--- config.mk ---
export PLATFORM = sky130hd
export DESIGN_NAME = hier_rr_dispatch_node
export DESIGN_NICKNAME = d
export VERILOG_FILES = /design/src/rtl/hier_rr_dispatch_node.sv
export SDC_FILE = /design/constraint.sdc
export NUM_CORES = 1
export LEC_CHECK = 0
export CORE_ASPECT_RATIO = 1.4
export CORE_MARGIN = 4
export CORE_UTILIZATION = 50
export CTS_CLUSTER_DIAMETER = 30
export DETAILED_ROUTE_END_ITERATION = 16
export PLACE_DENSITY = 0.88
export SYNTH_ARGS = -nofsm -noshare
export SYNTH_HDL_FRONTEND = slang
export SYNTH_SLANG_ARGS = --single-unit
--- constraint.sdc ---
create_clock -name clk -period 9.45 [get_ports clk]
set_input_delay 1.89 -clock clk [delete_from_list [all_inputs] [get_ports clk]]
set_output_delay 1.89 -clock clk [all_outputs]
set_load 0.03 [all_outputs]
--- src/rtl/hier_rr_dispatch_node.sv ---
// hier_rr_dispatch_node: interior node of a hierarchy tree. Fans one input
// stream out to NUM_CH child channels, each behind a one-entry output register.
// MODE=0 dispatches round-robin (one channel per beat), MODE=1 broadcasts to
// every enabled channel. Optional per-channel accepted-beat counters are built
// when the macro HIER_DISPATCH_STATS_EN is defined; otherwise ch_cnt is 0.
//
// Handshake: a beat moves across a port on a rising edge where valid & ready
// are both 1. Producers hold valid and data stable until accepted. in_ready is
// never a function of in_valid. A full slot whose child is ready in the same
// cycle counts as free, so draining and refilling can happen on one edge.
module hier_rr_dispatch_node #(
  parameter int NUM_CH = 5,
  parameter int DATA_W = 8,
  parameter int MODE   = 0,
  parameter int CNT_W  = 16
) (
  input  logic                     clk,
  input  logic                     rst,
  input  logic                     in_valid,
  output logic                     in_ready,
  input  logic [DATA_W-1:0]        in_data,
  input  logic [NUM_CH-1:0]        ch_en,
  output logic [NUM_CH-1:0]        out_valid,
  input  logic [NUM_CH-1:0]        out_ready,
  output logic [NUM_CH*DATA_W-1:0] out_data,
  output logic [NUM_CH*CNT_W-1:0]  ch_cnt
);

  localparam int PTR_W = (NUM_CH > 1) ? $clog2(NUM_CH) : 1;

  logic [PTR_W-1:0]  ptr;
  logic [PTR_W-1:0]  sel;
  logic              sel_found;
  logic [NUM_CH-1:0] can_take;
  logic [NUM_CH-1:0] load;
  logic              accept;

  // Free-slot mask and round-robin search starting at ptr.
  always_comb begin
    can_take  = ch_en & (~out_valid | out_ready);
    sel       = '0;
    sel_found = 1'b0;
    for (int i = 0; i < NUM_CH; i++) begin
      int idx;
      idx = (int'(ptr) + i) % NUM_CH;
      if (!sel_found && can_take[idx]) begin
        sel_found = 1'b1;
        sel       = PTR_W'(idx);
      end
    end
  end

  // Input readiness and the per-channel load mask for the accepted beat.
  always_comb begin
    in_ready = 1'b0;
    load     = '0;
    if (!rst) begin
      if (MODE == 0) in_ready = sel_found;
      else           in_ready = (|ch_en) && (can_take == ch_en);
    end
    accept = in_valid & in_ready;
    if (accept) begin
      if (MODE == 0) load = NUM_CH'(1) << sel;
      else           load = ch_en;
    end
  end

  // Round-robin pointer: advances past the loaded channel, wraps to 0.
  always_ff @(posedge clk) begin
    if (rst) begin
      ptr <= '0;
    end else if (MODE == 0 && accept) begin
      if (int'(sel) == NUM_CH - 1) ptr <= '0;
      else                         ptr <= sel + PTR_W'(1);
    end
  end

  // One-entry output registers: load wins, else drain clears, else hold.
  always_ff @(posedge clk) begin
    if (rst) begin
      out_valid <= '0;
      out_data  <= '0;
    end else begin
      for (int k = 0; k < NUM_CH; k++) begin
        if (load[k]) begin
          out_valid[k]                   <= 1'b1;
          out_data[k*DATA_W +: DATA_W]   <= in_data;
        end else if (out_ready[k]) begin
          out_valid[k]                   <= 1'b0;
        end
      end
    end
  end

`ifdef HIER_DISPATCH_STATS_EN
  logic [CNT_W-1:0] cnt_q [NUM_CH];

  // Saturating count of beats loaded into each channel.
  always_ff @(posedge clk) begin
    if (rst) begin
      for (int k = 0; k < NUM_CH; k++) cnt_q[k] <= '0;
    end else begin
      for (int k = 0; k < NUM_CH; k++) begin
        if (load[k] && (cnt_q[k] != {CNT_W{1'b1}})) cnt_q[k] <= cnt_q[k] + CNT_W'(1);
      end
    end
  end

  for (genvar g = 0; g < NUM_CH; g++) begin : g_cnt
    assign ch_cnt[g*CNT_W +: CNT_W] = cnt_q[g];
  end
`else
  assign ch_cnt = '0;
`endif

endmodule

==> impl_metrics.ini <==
[sta]
post-route-period-util_pct = 77.8
fmax_ghz = 0.136
final-setup-viol-count = 0
fin_skew_ns = 0.00365
whs_ns = 0.480
rsz0062_at_grt = false
relSlewSlack_pct = 46.4
period_needed_ns = 7.35
final.setup.tns_ns = 0
slew_viol_final = 0
finalHoldViolCount = 0
tightest_slew_ns = 0.795

[clock_tree]
cts_resized = 0
cts_max_level = 2
cts_tree = built
postCtsHoldBufs = 0
clk_latency_ns = 0.29
clock-sinks = 48
clock_path_buffers = 2
cts-root-buf = clkbuf_16
cts_made_buffers = 5
cts_setup_buffers = 0
clk_pin_slew_worst_paths_ns = 0.06

[synthesis]
async_reset_ff_share_pct = 0
yosysUniqueCellTypes = 73
yosys_warnings = 0
ys_seq_area_share_pct = 23.0
ys_ff_latch = 48
ys.flop_type = dfxtp_1
synth_cells = 499
syn-cell-area_sq_mm = 0.00419
avgSynthCellArea_sq_um = 8.39
synth_edf_count = 0

[setup_path]
crit_fanout = 26
endpoint_kind = output pin
cp.required_ns = 7.56
path_class = flop to output pin
startpoint_type = flop
arrival_ns = 5.46

[routing]
via_per_inst = 5.41
wl_microns = 10700
vias = 3553
drt-initial-drc-count = 181
drc = 0
dr.pass1.iters = 5
ant_nets = 0
wl_per_cell_microns = 16.4

[pwr]
p_clk_share_pct = 11.7
p_seq_share_pct = 17.8
switching_power_w = 0.000772
intPower_w = 0.000772
cellLeakagePower_nw = 2.15
pwr-share-comb_pct = 70.5
power.density_mw_per_mm2 = 326
swShare_pct = 50.0
ir_drop_v = 0.000241

[floorplanning]
die_w_microns = 85.3
rows = 39
core_sq_mm = 0.00815
initial_utilization_pct = 51.4
dieHeight_microns = 116
io_pins = 147
dieArea_sq_mm = 0.00992

[worst_hold_path]
hold_path_class = flop to flop

[global_routing]
grt_pass1_wl_microns = 17300
grt_pass1_vias = 3609
antenna_found_initial = 0
grt_max_degree = 51
track_usage_pct = 21.5
grt-ovfl-total = 0

[placed_design]
place_inst = 649
io_buffers = 66
dpl_cell_area_sq_mm = 0.00459
routabilityCongestion = 1.01
dp_hpwl_microns = 8370

[layout]
nNetsFinal = 595
area.growth.synth_to_final_pct = 13.2
mostFrequentLayoutCells = 80 x conb_1, 66 x clkdlybuf4s50_1, 48 x dfxtp_1, 46 x nand2b_1, 44 x mux2i_1
fin_area_sq_mm = 0.00474
nFillCells = 713
multiInputGateArea_sq_mm = 0.00274
final_common_cell = conb_1
final_cells = 657
num_antenna_cells = 0
regArea_sq_um = 961
drive_above_1_share_pct = 6.13

[outcome]
status = complete, no violations

[job]
max_cap_viol_count = 0
cells in the mapped netlist, drive strengths merged (3+ instances only):
library cell / instances / area, sq um
a211o: 3 / 26.3
nand3: 12 / 60.1
nor2: 19 / 71.3
nor2b: 6 / 37.5
clkbuf: 8 / 30.0
o211ai: 6 / 45.0
nor3: 10 / 50.1
mux2: 8 / 93.8
o211a: 3 / 30.0
o21ai: 16 / 80.1
inv: 20 / 75.1
buf: 92 / 674
or2: 3 / 18.8
nand2b: 46 / 288
ha: 20 / 250
a211oi: 4 / 30.0
nand4: 5 / 31.3
mux2i: 46 / 468
and2: 5 / 31.3
o31ai: 3 / 22.5
dfxtp: 48 / 961
a311oi: 3 / 32.5
a21oi: 25 / 133
o21a: 3 / 22.5
nor4: 4 / 25.0
xnor2: 6 / 60.1
nand2: 26 / 97.6
or3: 4 / 25.0
a22o: 3 / 26.3
critical path: stages, from the launching register on:
cell,delay (ns)
dfxtp_1,0.31
buf_4,0.29
inv_1,0.25
ha_1,0.69
clkinv_1,0.40
ha_1,0.48
and3b_1,0.20
or4_4,0.50
a2bb2oi_1,0.18
o221a_4,0.28
mux2_4,0.33
a221o_1,0.39
a21oi_1,0.16
clkdlybuf4s50_1,0.70
power by group through the flow:
| stage | sequential (W) | clock, W | combinational (W) |
|---|---|---|---|
| finish | 0.000275 | 0.000180 | 0.00109 |
| global placement | 0.000276 | 0 | 0.00104 |
| CTS | 0.000276 | 0.000184 | 0.00107 |
| global route | 0.000282 | 0.000194 | 0.00117 |
| floorplan | 0.000358 | 0 | 0.000759 |
| detailed placement | 0.000278 | 0 | 0.00107 |
cells by family after synthesis:
logic type / after synthesis / share of synthesized area, %
and+or+nand+nor: 149 / 19.4
buffers and inverters: 121 / 18.7
AOI/OAI and AO/OA: 100 / 18.0
muxes: 54 / 13.4
DFF: 48 / 23.0
adders and majority gates: 20 / 5.98
xor gates and xnor gates: 6 / 1.44
other: 1 / 0.0896
metal layers:
metal	global-route usage [%]	up-vias	share of wire [%]
met5	0	-	0
met4	12.9	0	3.7
met3	5.58	31	7.1
met2	38.7	152	53
met1	22.3	1657	36
li1	-	1713	-
worst paths after layout:
path	start	endpoint	slack [ns]	cells past startpoint
setup / recovery	ptr[0]	in_ready	2.10	13
setup reg to reg	ptr[0]	out_data[28]	3.23	18
hold reg to reg	out_data[15]	out_data[15]	0.48	2
hold / removal	out_data[15]	out_data[15]	0.48	2
metrics by stage:
stage / util (%) / setup slack, ns / total power, W
after CTS: 58.1 / 2.12 / 0.00153
after detailed placement: 56.3 / 2.44 / 0.00135
final: 58.1 / 2.10 / 0.00154
after global routing: 58.1 / 1.80 / 0.00165
after floorplan: - / 3.40 / 0.00112
after global placement: 56.3 / 2.54 / 0.00132
sequential cells by signal (all words and copies together), names as in the netlist:
| signal | flops |
|---|---|
| out_data | 40 |
| out_valid | 5 |
| ptr | 3 |
layout make-up:
| type | count | area share, % |
|---|---|---|
| Multi-Input combinational cell | 409 | 57.8 |
| Sequential cell | 48 | 20.3 |
| Timing Repair Buffer | 69 | 14.4 |
| Clock buffer | 7 | 3.01 |
| Tap cell | 102 | 2.69 |
| Inverter | 21 | 1.66 |
| Clock inverter | 1 | 0.158 |
Power figures use the tool's default switching activity.
